<file path="src/rtl/serial_pkg.sv">
// Shared types and helpers for the serial frame transmitter (and the matching
// receiver that will reuse serial_bit_timer).
//   state_e      : FSM state encoding, 3 bits
//   start_level  : line level of the start bit for a given idle level
//   stop_level   : line level of stop bits / idle for a given idle level
//   frame_bits   : number of bit times in one frame
package serial_pkg;

   typedef enum logic [2:0] {
      IDLE   = 3'd0,
      START  = 3'd1,
      DATA   = 3'd2,
      PARITY = 3'd3,
      STOP   = 3'd4
   } state_e;

   function automatic logic start_level(input logic idle_level);
      return ~idle_level;
   endfunction

   function automatic logic stop_level(input logic idle_level);
      return idle_level;
   endfunction

   function automatic int frame_bits(input int data_w, input int stop_bits, input int p);
      return 1 + data_w + p + stop_bits;
   endfunction

endpackage

</file>
<file path="src/rtl/serial_bit_timer.sv">
// Bit-time counter. Counts 0..div-1 and flags the final clock of each bit.
// Ports:
//   clk, rst_n  : clock, asynchronous active-low reset
//   clear       : restart the count at 0 on the next cycle
//   div         : clocks per bit, must be >= 1
//   last_cycle  : high while count == div-1
module serial_bit_timer #(
   parameter int DIV_W = 16
) (
   input  logic             clk,
   input  logic             rst_n,
   input  logic             clear,
   input  logic [DIV_W-1:0] div,
   output logic             last_cycle
);

   localparam logic [DIV_W-1:0] ONE = DIV_W'(1);

   logic [DIV_W-1:0] count_q;
   logic [DIV_W-1:0] count_d;

   assign last_cycle = (count_q == div - ONE);

   always_comb begin
      count_d = count_q + ONE;
      if (clear || last_cycle) begin
         count_d = '0;
      end
   end

   always_ff @(posedge clk or negedge rst_n) begin
      if (!rst_n) begin
         count_q <= '0;
      end else begin
         count_q <= count_d;
      end
   end

endmodule

</file>
<file path="src/rtl/serial_frame_tx.sv">
// Serial frame transmitter: start bit, DATA_W data bits, optional parity bit,
// STOP_BITS stop bits. One-entry holding register behind valid/ready lets the
// next word reload at the final stop cycle with no idle gap.
// Build option: define SERIAL_TX_PARITY_EN to add the parity_odd input and a
// parity bit after the data bits.
// Ports:
//   clk, rst_n   : clock, asynchronous active-low reset
//   clk_div      : clocks per bit, sampled at frame start, 0 behaves as 1
//   s_data       : word to send
//   s_valid      : s_data valid
//   s_ready      : holding register empty
//   parity_odd   : (parity builds only) invert parity bit, sampled at frame start
//   tx           : registered serial line
//   busy         : high from first start-bit cycle through last stop-bit cycle
//   done         : one-cycle pulse in the cycle after each frame's last stop cycle
//
// state  | meaning
// IDLE   | line idle, waiting for a held word
// START  | driving start level
// DATA   | shifting out data bits
// PARITY | driving parity bit (parity builds only)
// STOP   | driving stop bits; reloads directly to START if a word is held
module serial_frame_tx
   import serial_pkg::*;
#(
   parameter int DATA_W     = 32,
   parameter int DIV_W      = 16,
   parameter int STOP_BITS  = 1,
   parameter bit IDLE_LEVEL = 1'b0,
   parameter bit MSB_FIRST  = 1'b0
) (
   input  logic              clk,
   input  logic              rst_n,
   input  logic [DIV_W-1:0]  clk_div,
   input  logic [DATA_W-1:0] s_data,
   input  logic              s_valid,
   output logic              s_ready,
`ifdef SERIAL_TX_PARITY_EN
   input  logic              parity_odd,
`endif
   output logic              tx,
   output logic              busy,
   output logic              done
);

   localparam int                CNT_W     = $clog2(DATA_W + 1);
   localparam logic [CNT_W-1:0]  BIT_LAST  = CNT_W'(DATA_W - 1);
   localparam logic [1:0]        STOP_LAST = 2'(STOP_BITS - 1);
   localparam logic              IDLE_LVL  = stop_level(IDLE_LEVEL);
   localparam logic              START_LVL = start_level(IDLE_LEVEL);
   localparam logic [DIV_W-1:0]  DIV_ONE   = DIV_W'(1);

   state_e            state_q, state_d;
   logic [DATA_W-1:0] hold_q, hold_d;
   logic              hold_full_q, hold_full_d;
   logic [DATA_W-1:0] shift_q, shift_d;
   logic [DIV_W-1:0]  div_q, div_d;
   logic [CNT_W-1:0]  bit_cnt_q, bit_cnt_d;
   logic [1:0]        stop_cnt_q, stop_cnt_d;
   logic              tx_q, tx_d;
   logic              busy_q, busy_d;
   logic              done_q, done_d;
`ifdef SERIAL_TX_PARITY_EN
   logic              par_bit_q, par_bit_d;
`endif

   logic              bit_last;
   logic              timer_clear;
   logic              load;
   logic              accept;
   logic              next_bit;
   logic [DATA_W-1:0] shift_next;

   serial_bit_timer #(.DIV_W(DIV_W)) u_bit_timer (
      .clk        (clk),
      .rst_n      (rst_n),
      .clear      (timer_clear),
      .div        (div_q),
      .last_cycle (bit_last)
   );

   // The bit leaving the shifter next, and the shifter after it has left.
   assign next_bit   = MSB_FIRST ? shift_q[DATA_W-1] : shift_q[0];
   assign shift_next = MSB_FIRST ? (shift_q << 1) : (shift_q >> 1);

   always_comb begin
      state_d     = state_q;
      hold_d      = hold_q;
      hold_full_d = hold_full_q;
      shift_d     = shift_q;
      div_d       = div_q;
      bit_cnt_d   = bit_cnt_q;
      stop_cnt_d  = stop_cnt_q;
      tx_d        = tx_q;
      busy_d      = busy_q;
      done_d      = 1'b0;
      timer_clear = 1'b0;
      load        = 1'b0;
`ifdef SERIAL_TX_PARITY_EN
      par_bit_d   = par_bit_q;
`endif
      accept      = s_valid && !hold_full_q;

      case (state_q)
         IDLE: begin
            tx_d   = IDLE_LVL;
            busy_d = 1'b0;
            if (hold_full_q) load = 1'b1;
         end
         START: begin
            if (bit_last) begin
               state_d = DATA;
               tx_d    = next_bit;
               shift_d = shift_next;
            end
         end
         DATA: begin
            if (bit_last) begin
               if (bit_cnt_q == BIT_LAST) begin
`ifdef SERIAL_TX_PARITY_EN
                  state_d    = PARITY;
                  tx_d       = par_bit_q;
`else
                  state_d    = STOP;
                  tx_d       = IDLE_LVL;
                  stop_cnt_d = '0;
`endif
               end else begin
                  bit_cnt_d = bit_cnt_q + CNT_W'(1);
                  tx_d      = next_bit;
                  shift_d   = shift_next;
               end
            end
         end
`ifdef SERIAL_TX_PARITY_EN
         PARITY: begin
            if (bit_last) begin
               state_d    = STOP;
               tx_d       = IDLE_LVL;
               stop_cnt_d = '0;
            end
         end
`endif
         STOP: begin
            if (bit_last) begin
               if (stop_cnt_q == STOP_LAST) begin
                  done_d = 1'b1;
                  if (hold_full_q) begin
                     load = 1'b1;
                  end else begin
                     state_d = IDLE;
                     tx_d    = IDLE_LVL;
                     busy_d  = 1'b0;
                  end
               end else begin
                  stop_cnt_d = stop_cnt_q + 2'd1;
               end
            end
         end
         default: begin
            state_d = IDLE;
            tx_d    = IDLE_LVL;
            busy_d  = 1'b0;
         end
      endcase

      // Frame start, from IDLE or as a back-to-back reload out of STOP.
      if (load) begin
         state_d     = START;
         shift_d     = hold_q;
         div_d       = (clk_div == '0) ? DIV_ONE : clk_div;
         timer_clear = 1'b1;
         tx_d        = START_LVL;
         busy_d      = 1'b1;
         bit_cnt_d   = '0;
         stop_cnt_d  = '0;
         hold_full_d = 1'b0;
`ifdef SERIAL_TX_PARITY_EN
         par_bit_d   = (^hold_q) ^ parity_odd;
`endif
      end

      // accept needs an empty holding register and load needs a full one,
      // so the two never coincide.
      if (accept) begin
         hold_d      = s_data;
         hold_full_d = 1'b1;
      end
   end

   always_ff @(posedge clk or negedge rst_n) begin
      if (!rst_n) begin
         state_q     <= IDLE;
         hold_q      <= '0;
         hold_full_q <= 1'b0;
         shift_q     <= '0;
         div_q       <= DIV_ONE;
         bit_cnt_q   <= '0;
         stop_cnt_q  <= '0;
         tx_q        <= IDLE_LVL;
         busy_q      <= 1'b0;
         done_q      <= 1'b0;
`ifdef SERIAL_TX_PARITY_EN
         par_bit_q   <= 1'b0;
`endif
      end else begin
         state_q     <= state_d;
         hold_q      <= hold_d;
         hold_full_q <= hold_full_d;
         shift_q     <= shift_d;
         div_q       <= div_d;
         bit_cnt_q   <= bit_cnt_d;
         stop_cnt_q  <= stop_cnt_d;
         tx_q        <= tx_d;
         busy_q      <= busy_d;
         done_q      <= done_d;
`ifdef SERIAL_TX_PARITY_EN
         par_bit_q   <= par_bit_d;
`endif
      end
   end

   assign s_ready = ~hold_full_q;
   assign tx      = tx_q;
   assign busy    = busy_q;
   assign done    = done_q;

endmodule
</file>
<file path="config.mk">
export PLATFORM = sky130hd
export DESIGN_NAME = serial_frame_tx
export DESIGN_NICKNAME = d
export VERILOG_FILES = /design/src/rtl/serial_pkg.sv /design/src/rtl/serial_bit_timer.sv /design/src/rtl/serial_frame_tx.sv
export SDC_FILE = /design/constraint.sdc
export NUM_CORES = 1
export LEC_CHECK = 0
export ABC_AREA = 1
export CORE_MARGIN = 10
export CORE_UTILIZATION = 25
export CTS_BUF_LIST = sky130_fd_sc_hd__clkbuf_8 sky130_fd_sc_hd__clkbuf_16
export DETAILED_ROUTE_END_ITERATION = 7
export HOLD_SLACK_MARGIN = 0.03
export SYNTH_ARGS = -nofsm -noshare
export SYNTH_HDL_FRONTEND = slang
export SYNTH_SLANG_ARGS = --single-unit
</file>
<file path="constraint.sdc">
create_clock -name clk -period 5.97 [get_ports clk]
set_clock_uncertainty 0.15 [all_clocks]
set_input_delay 1.194 -clock clk [delete_from_list [all_inputs] [get_ports clk]]
set_output_delay 1.194 -clock clk [all_outputs]
set_load 0.05 [all_outputs]
</file>
After elaboration in Yosys (flattened, before gate mapping)

Index checks and enable logic that the tools add are counted.

Bits in registers: 111
Logic and storage cells: 95
Input port bits: 51
Output and inout bits: 4

Add/sub/neg operators: 4
Bitwise gates (word level): 1
Equal/unequal tests: 16
Reduce and logical (&&, ||, !) cells: 18
Muxes and demuxes: 45

Operators by type and width:

| operator                                            | number |
|---|---|
| two-way mux 32 bit                                  | 4 |
| one-hot mux 32 bit (2 select lines)                 | 1 |
| two-way mux 16 bit                                  | 2 |
| two-way mux 6 bit                                   | 4 |
| two-way mux 3 bit                                   | 7 |
| two-way mux 1 bit                                   | 17 |
| adder 16 x 1 -> 16 bit (second input constant)      | 1 |
| == test 16 bit                                      | 1 |
| zero test 16 bit                                    | 1 |
| subtractor 16 x 1 -> 16 bit (second input constant) | 1 |
| != test 3 bit (second input constant)               | 5 |
| one-hot mux 3 bit (4 select lines)                  | 1 |
| two-way mux 2 bit                                   | 5 |
| AND reduction 5 bit                                 | 2 |
| != test 3 x 2 -> 1 bit (second input constant)      | 3 |
| AND reduction 4 bit                                 | 2 |
| AND reduction 7 bit                                 | 1 |
| adder 6 x 1 -> 6 bit (second input constant)        | 1 |
| == test 6 x 5 -> 1 bit (second input constant)      | 1 |
| nonzero test 2 bit                                  | 3 |
| nonzero test 3 bit                                  | 2 |
| != test 2 bit (second input constant)               | 2 |
| one-hot mux 1 bit (2 select lines)                  | 2 |
| one-hot mux 2 bit (2 select lines)                  | 1 |
| 14 further kinds                                    | 14 |

Logic depth before layout (Yosys ltp)

Gate-level depths: netlist (run 1).

Depth in word-level cells: 7
Depth in mapped cells: 20

Cells and area by module

A second synthesis (run 1) with hierarchy kept.

Cell total of the unflattened synthesis: 749
Area total of the unflattened synthesis: 5,930.7 um2

Modules (own cells, without submodules):

| module           | cells an instance | times used | area each (um2) | seq. area each (um2) |
|---|---|---|---|---|
| serial_frame_tx  | 519               | 1          | 4,446.8         | 2,378.5 |
| serial_bit_timer | 230               | 1          | 1,483.9         | 400.4 |

Least setup slack after synthesis (run 1)

No wires, ideal clock.

Kind: register to register
Start: reg div_q[0]
End: reg bit_cnt_q[2]
Data required time: 5.702 ns
Path buffers: 1
Arrival: 2.237 ns
Stages on the path, launching flop included: 20
Path slack: 3.465 ns
Library setup time: 0.118 ns
Period minus slack after synthesis: 2.505 ns
Cell sequence: dfstp_2 > inv_2 > ha_1 > nand2_1 > nor2_4 > nand2_1 > inv_1 > nand2_1 > nand2_1 > nor2_1 > nand2_1 > nor2_2 > nand3_2 > nand2_2 > nand2_2 > buf_6 > o21ai_2 > nand2_4 > nand2_1 > o21ai_2

Word-level cells in the longest chain between the ends: 6
Elaborated cells between the ends (all ways): 9

RTL lines:

| item                                                                 | line                   | text |
|---|---|---|
| start: declaration                                                   | serial_frame_tx.sv:57  | `logic [DIV_W-1:0] div_q, div_d;` |
| start signal: assignment                                             | serial_frame_tx.sv:211 | `div_q <= div_d;` |
| subtractor 16 x 1 -> 16 bit *                                        | serial_bit_timer.sv:22 | `assign last_cycle = (count_q == div - ONE);` |
| == test 16 bit *                                                     | serial_bit_timer.sv:22 |  |
| two-way mux 1 bit                                                    | serial_frame_tx.sv:145 | `if (bit_last) begin` |
| one-hot mux 1 bit (2 select lines)                                   | serial_frame_tx.sv:104 | `case (state_q)` |
| != test 2 bit (no line) / nonzero test 2 bit (equally long branches) | n/a                    |  |
| AND reduction 3 bit (no line)                                        | n/a                    |  |
| end signal: assignment                                               | serial_frame_tx.sv:212 | `bit_cnt_q <= bit_cnt_d;` |
| end: declaration                                                     | serial_frame_tx.sv:58  | `logic [CNT_W-1:0] bit_cnt_q, bit_cnt_d;` |

Every way passes the cells marked *; elsewhere a longest branch is shown, timed or not.
A chain may end at the register's enable or synchronous reset.

Worst setup path after layout (run 1)

Start: reg div_q[0]
End: reg shift_q[26]

Word-level cells in the longest chain between the ends: 6
Elaborated cells between the ends (all ways): 10

RTL lines:

| item                                                  | line                   | text |
|---|---|---|
| subtractor 16 x 1 -> 16 bit *                         | serial_bit_timer.sv:22 |  |
| == test 16 bit *                                      | serial_bit_timer.sv:22 |  |
| two-way mux 1 bit                                     | serial_frame_tx.sv:145 |  |
| one-hot mux 1 bit (2 select lines)                    | serial_frame_tx.sv:104 |  |
| != test 3 bit (no line), or another cell as far along | n/a                    |  |
| AND reduction 4 bit (no line)                         | n/a                    |  |
| end signal: assignment                                | serial_frame_tx.sv:210 | `shift_q <= shift_d;` |
| end: declaration                                      | serial_frame_tx.sv:56  | `logic [DATA_W-1:0] shift_q, shift_d;` |

Marks and branches as above.

==> flow_summary.ini, run 1 <==
[die]
ioPinCount = 55
die_y_um = 177
rows = 57
die-area_mm2 = 0.0312
core_mm2 = 0.0242
start_util_pct = 25.3
fp.dieW_um = 177

[routing]
finalWirelength_um = 15500
drt_iter0_drc = 416
num_vias = 5167
dr.pass1.iters = 6
ant_nets = 0
drc = 0
viasPerCell = 4.51
routedWlPerCell_um = 13.5

[clock_network]
clockBufferDepth = 2
holdBufCountCts = 0
insertion_delay_ns = 0.36
cts_buffers = 9
cts_resized = 0
cts.reportedPaths.clkPinSlew_ns = 0.08
cts.sinks = 111
htree_levels = 3
post_cts_buffers = 0
cts_tree = yes
cts_root_buf = clkbuf_16

[yosys]
synth_edf_count = 0
ys.flop_type = dfrtp_1
syn-cell-area_mm2 = 0.00614
ys_ff_latch = 111
synthCells = 780
synth_most_common_cell = nand2_1
synth_fa_ha_area_share_pct = 0.815
synth_compound_area_share_pct = 4.48
synthMuxAreaShare_pct = 5.87
synth_nets = 835
async_flop_share_pct = 100
synth_xor_area_share_pct = 1.85
synth_top_area_share_pct = 44.8
synth-simple-area-share_pct = 34.8
yosys.area.top_type = dfrtp_1
ys_types = 41
synth_area_per_cell_um2 = 7.87
synth_top_family_by_area = simple AND/OR/NAND/NOR gates
synth_area_leaders = dfrtp_1, nand2_1, nand3_1, mux2_2, inv_1
yosys-top-cells-count = nand2_1, dfrtp_1, nand3_1, inv_1, nor2_1
ys_warn_count = 0
seq_area_frac_synth_pct = 45.3

[placement]
port_buffers = 54
dpl_worst_slack_ns = 1.76
gp_congestion = 0.831
dp_hpwl_um = 10700

[layout]
num_antenna_cells = 0
post-route-util_pct = 29.8
nets = 872
fillerInstances = 2632
drive_gt1_share_pct = 10.9
area_delta_synth_final_pct = 17.8

[critical_path]
crit_type = reg2reg
crit_arrival_ns = 4.32
crit_required_ns = 6.05
critPathBufInv = 1
crit_family = simple AND/OR/NAND/NOR gates
worst_path_max_delay_cell = nand4_2
worst-path-stages = 16
worst_r2r_startpoint = div_q[0]
cp_common_cell = nand2_1
r2r_cells = 16
crit_path_max_fanout = 34
cp_cell_sequence = inv_2, ha_1, nand2_1, nor2_2, nand2_1, nand2_1, nand2_1, nand2_1, nor2_1, nand2_1, nor2_1, nand3_2, nand4_2, nand3_4, nand2_1, nand2_1
end_kind = flip-flop
worstSetupStartpoint = div_q[0]
critPathCapture = shift_q[26]
critPathLaunchType = flip-flop
cpPeakStageDelay_ns = 0.87
timing.rr.end = shift_q[26]
reg2reg_slack_ns = 1.73

[global_route]
grt_max_degree = 63
antenna_found_initial = 0
track_usage_pct = 10.2
grt_pass1_vias = 5272
grt_pass1_wl_um = 26400
grt_overflow_total = 0

[timing]
rsz0062_at_grt = no
hold_viol = 0
slew_violations = 0
finalSetupTns_ns = 0
hold_ws_ns = 0.334
period_minus_slack_ns = 4.24
max_freq_mhz = 236
finalWorstSetupSlack_ns = 1.73
worst_slew_pin_slew_ns = 1.16
fin_crit_sh_pct = 71.1
setup_viol = 0
slew_headroom_pct = 22.4

[power_and_ir_drop]
p_per_area_mw_per_mm2 = 485
totalPowerFinal_uw = 3510
vdd.ir_drop.worst_mv = 0.247
p_leak_uw = 0.00348

[outcome]
outcome = completed

[worst_hold_path]
hp-class = reg2reg

[job]
max-cap-violations = 0
-- worst min path at each step --
stage / startpoint / endpoint / slack [ns] / cells past startpoint
finish: shift_q[31] / shift_q[31] / 0.33 / 2
global route: shift_q[25] / shift_q[25] / 0.35 / 2
CTS: shift_q[31] / shift_q[31] / 0.33 / 2
detailed placement: shift_q[31] / shift_q[31] / 0.31 / 2
global placement: shift_q[31] / shift_q[31] / 0.31 / 2
floorplan: shift_q[31] / shift_q[31] / 0.29 / 2
-- flip-flops by register name (all words and copies together) (netlist names) --
| register | flops |
|---|---|
| bit_cnt_q | 6 |
| tx | 1 |
| hold_full_q | 1 |
| hold_q | 32 |
| u_bit_timer.count_q | 16 |
| busy | 1 |
| state_q | 3 |
| stop_cnt_q | 2 |
| div_q | 16 |
| done | 1 |
| shift_q | 32 |
-- where the power goes --
group / switching [µW] / internal (µW)
logic: 1090 / 582
clock network: 308 / 294
registers: 202 / 1040
-- layer usage --
layer | vias to the layer above | GRT usage (%) | wire [µm]
met5 | - | 0 | 0
met4 | 0 | 3.08 | 207
met3 | 14 | 2.39 | 661
met2 | 99 | 16.4 | 7160
met1 | 2418 | 13.3 | 7440
li1 | 2636 | - | -
-- layout make-up --
cell class	instances	area, µm²	area share, %
clock buffers	9	225	3.11
clock inverters	7	65.1	0.899
inverters	65	244	3.37
multi-input cells	571	2940	40.6
flip-flops and latches	111	2780	38.4
well taps	324	405	5.60
repair buffers	59	576	7.96
-- tightest hold or removal path, cell delays in order, from the launching register on --
cell and delay, ns:
dfrtp_1 0.35, nand2_1 0.06, nand2_1 0.04
-- placed cells by master, fill, tap and decap left out, drive strengths merged --
cell type / instances
dfstp: 1
mux2: 32
ha: 4
o21bai: 1
a31o: 1
xor2: 10
clkdlybuf4s50: 53
clkbuf: 9
nand3b: 1
xnor2: 3
nor3: 7
a21oi: 7
a41oi: 1
nand4: 35
nand2: 252
a31oi: 1
nor3b: 4
nor2: 66
or2: 3
buf: 6
clkinv: 3
inv: 69
and3: 1
nand3: 100
dfrtp: 110
o22a: 1
nor4: 7
o21ai: 34
-- cells by family (layout without fill, tap and decap cells) --
group / after synthesis / after routing
AND/OR/NAND/NOR: 476 / 476
flip-flops: 111 / 111
buffers and inverters: 98 / 140
AO/OA/AOI/OAI: 46 / 46
multiplexers: 32 / 32
XOR/XNOR: 13 / 13
adder cells (fa/ha/maj): 4 / 4
-- through the flow --
step           area [µm²]  std cells
6_report             7230       1146
3_3_place_gp         6940       1130
5_1_grt              7230       1146
4_1_cts              7230       1146
2_1_floorplan        6140        780
3_5_place_dp         6940       1130
Power figures use the tool's default switching activity.
==> inputs of run 2 (changes only) <==
==> constraint.sdc (replaced) <==
create_clock -name clk -period 4.05 [get_ports clk]
set_clock_uncertainty 0.15 [all_clocks]
set_input_delay 0.81 -clock clk [delete_from_list [all_inputs] [get_ports clk]]
set_output_delay 0.81 -clock clk [all_outputs]
set_load 0.05 [all_outputs]
==> run 2 against run 1 <==
  * Flip-flop and latch count unchanged
  * Register-to-register slack got worse by 1.1 ns
  * Clock power increased by 49%
  * Critical path type unchanged
==> flow_summary.ini, run 2 (same netlist as run 1, synthesis figures left out) <==
[outcome]
outcome = completed

[layout]
layout_common_cells = nand2_1, dfrtp_1, nand3_1, inv_1, nor2_1
instances_no_fill = 1153
top_regs = hold_q x32, shift_q x32
area_delta_synth_final_pct = 18.7
post-route-util_pct = 30.1
final_common_cell = nand2_1
fillerInstances = 2631
num_antenna_cells = 0
drive_gt1_share_pct = 11.7
nets = 879
final_area_mm2 = 0.00729

[timing]
period_minus_slack_ns = 3.46
finalSetupTns_ns = 0
max_freq_mhz = 289
rsz0062_at_grt = no
setup_viol = 0
hold_viol = 0
slew_violations = 0
fin_crit_sh_pct = 85.3
worst_slew_pin_slew_ns = 0.857
slew_headroom_pct = 42.9

[critical_path]
reg2reg_slack_ns = 0.59
critPathCapture = shift_q[29]
crit_arrival_ns = 3.55
timing.rr.end = shift_q[29]
worst_r2r_startpoint = div_q[1]
worst-path-stages = 17
crit_required_ns = 4.15
cp_cell_sequence = inv_1, ha_1, nand2_1, nor2_1, nor2_1, nor2_1, nand3_1, nor2_1, nand2_1, nor2_2, nand3_2, nand2_2, nand2_2, nand2_4, nand3_4, nand2_1, nand2_1
critPathLaunchType = flip-flop
crit_family = simple AND/OR/NAND/NOR gates
crit_type = reg2reg
worstSetupStartpoint = div_q[1]
cpPeakStageDelay_ns = 0.41
crit_path_max_fanout = 33
r2r_cells = 17
end_kind = flip-flop
critPathBufInv = 1
worst_path_max_delay_cell = nand3_4

[clock_network]
cts_buffers = 9
cts.sinks = 111
clockBufferDepth = 2
cts.reportedPaths.clkPinSlew_ns = 0.08
cts_tree = yes
post_cts_buffers = 0
cts_resized = 0
htree_levels = 3
cts_root_buf = clkbuf_16
insertion_delay_ns = 0.36
holdBufCountCts = 0

[global_route]
antenna_found_initial = 0
track_usage_pct = 10.2
grt_max_degree = 64
grt_overflow_total = 0
grt_pass1_wl_um = 26500
grt_pass1_vias = 5201

[worst_hold_path]
hp-class = reg2reg

[routing]
viasPerCell = 4.55
dr.pass1.iters = 5
drt_iter0_drc = 243
finalWirelength_um = 15600
routedWlPerCell_um = 13.5
drc = 0
num_vias = 5247
ant_nets = 0

[die]
start_util_pct = 25.3
ioPinCount = 55
fp.dieW_um = 177
die-area_mm2 = 0.0312
die_y_um = 177
core_mm2 = 0.0242
rows = 57

[placement]
dp_hpwl_um = 10900
numPlacedInstances = 1137
dpl_cell_area_mm2 = 0.00700
gp_congestion = 0.864
port_buffers = 54

[power_and_ir_drop]
vdd.ir_drop.worst_mv = 0.406
totalPowerFinal_uw = 5200
p_per_area_mw_per_mm2 = 714
p_leak_uw = 0.00351

[job]
max-cap-violations = 0
run 2: cell types whose count changed in the layout (fill, tap and decap cells not counted):
| cell | delta |
|---|---|
| buf_4 | +7 |
| clkinv_2 | -1 |
| clkinv_4 | -1 |
| clkinvlp_4 | +1 |
| inv_6 | +1 |
run 2: worst min-delay path, cell delays in order, from the launching register on:
cell and delay, ns:
dfrtp_1 0.35, nand2_1 0.05, nand2_1 0.05
run 2: worst min path at each step:
stage | from | end | slack, ns | depth (start not counted)
after global placement | shift_q[26] | shift_q[26] | 0.31 | 2
after CTS | shift_q[24] | shift_q[24] | 0.34 | 2
after detailed placement | shift_q[14] | shift_q[14] | 0.32 | 2
final | shift_q[0] | shift_q[0] | 0.34 | 2
after global routing | shift_q[18] | shift_q[18] | 0.35 | 2
after floorplan | shift_q[31] | shift_q[31] | 0.29 | 2
run 2: power by group:
part / total [µW] / internal, µW / switching (µW)
combinational: 2490 / 869 / 1620
sequential: 1830 / 1530 / 295
clock: 893 / 435 / 459
total: 5200 / 2830 / 2370
run 2: per-stage QoR:
stage / hold WS [ns] / worst slack [ns]
floorplan: 0.293 / 1.54
global placement: 0.314 / 0.726
detailed placement: 0.317 / 0.667
CTS: 0.340 / 0.647
global route: 0.352 / 0.275
finish: 0.337 / 0.595
run 2: layer usage:
metal | track usage, % | share of wire, % | vias up
met4 | 2.31 | 0.89 | 0
li1 | - | - | 2649
met2 | 16.5 | 46 | 92
met3 | 2.43 | 4.4 | 14
met5 | 0 | 0 | -
met1 | 13.6 | 48 | 2492
run 2: cell type report:
type                    count  area, µm²  area share, %
flip-flops and latches    111       2780           38.1
clock buffers               9        225           3.09
multi-input cells         571       2940           40.3
inverters                  65        244           3.35
well taps                 324        405           5.56
clock inverters             7       67.6          0.927
repair buffers             66        628           8.62
==> inputs of run 3 (changes only) <==
--- a/config.mk
+++ b/config.mk
@@ -11,6 +11,7 @@
 export CTS_BUF_LIST = sky130_fd_sc_hd__clkbuf_8 sky130_fd_sc_hd__clkbuf_16
 export DETAILED_ROUTE_END_ITERATION = 7
 export HOLD_SLACK_MARGIN = 0.03
+export SKIP_CTS_REPAIR_TIMING = 1
 export SYNTH_ARGS = -nofsm -noshare
 export SYNTH_HDL_FRONTEND = slang
 export SYNTH_SLANG_ARGS = --single-unit
==> results of run 3 <==
No change in the layout: final DEF, timing and power equal those of run 2.
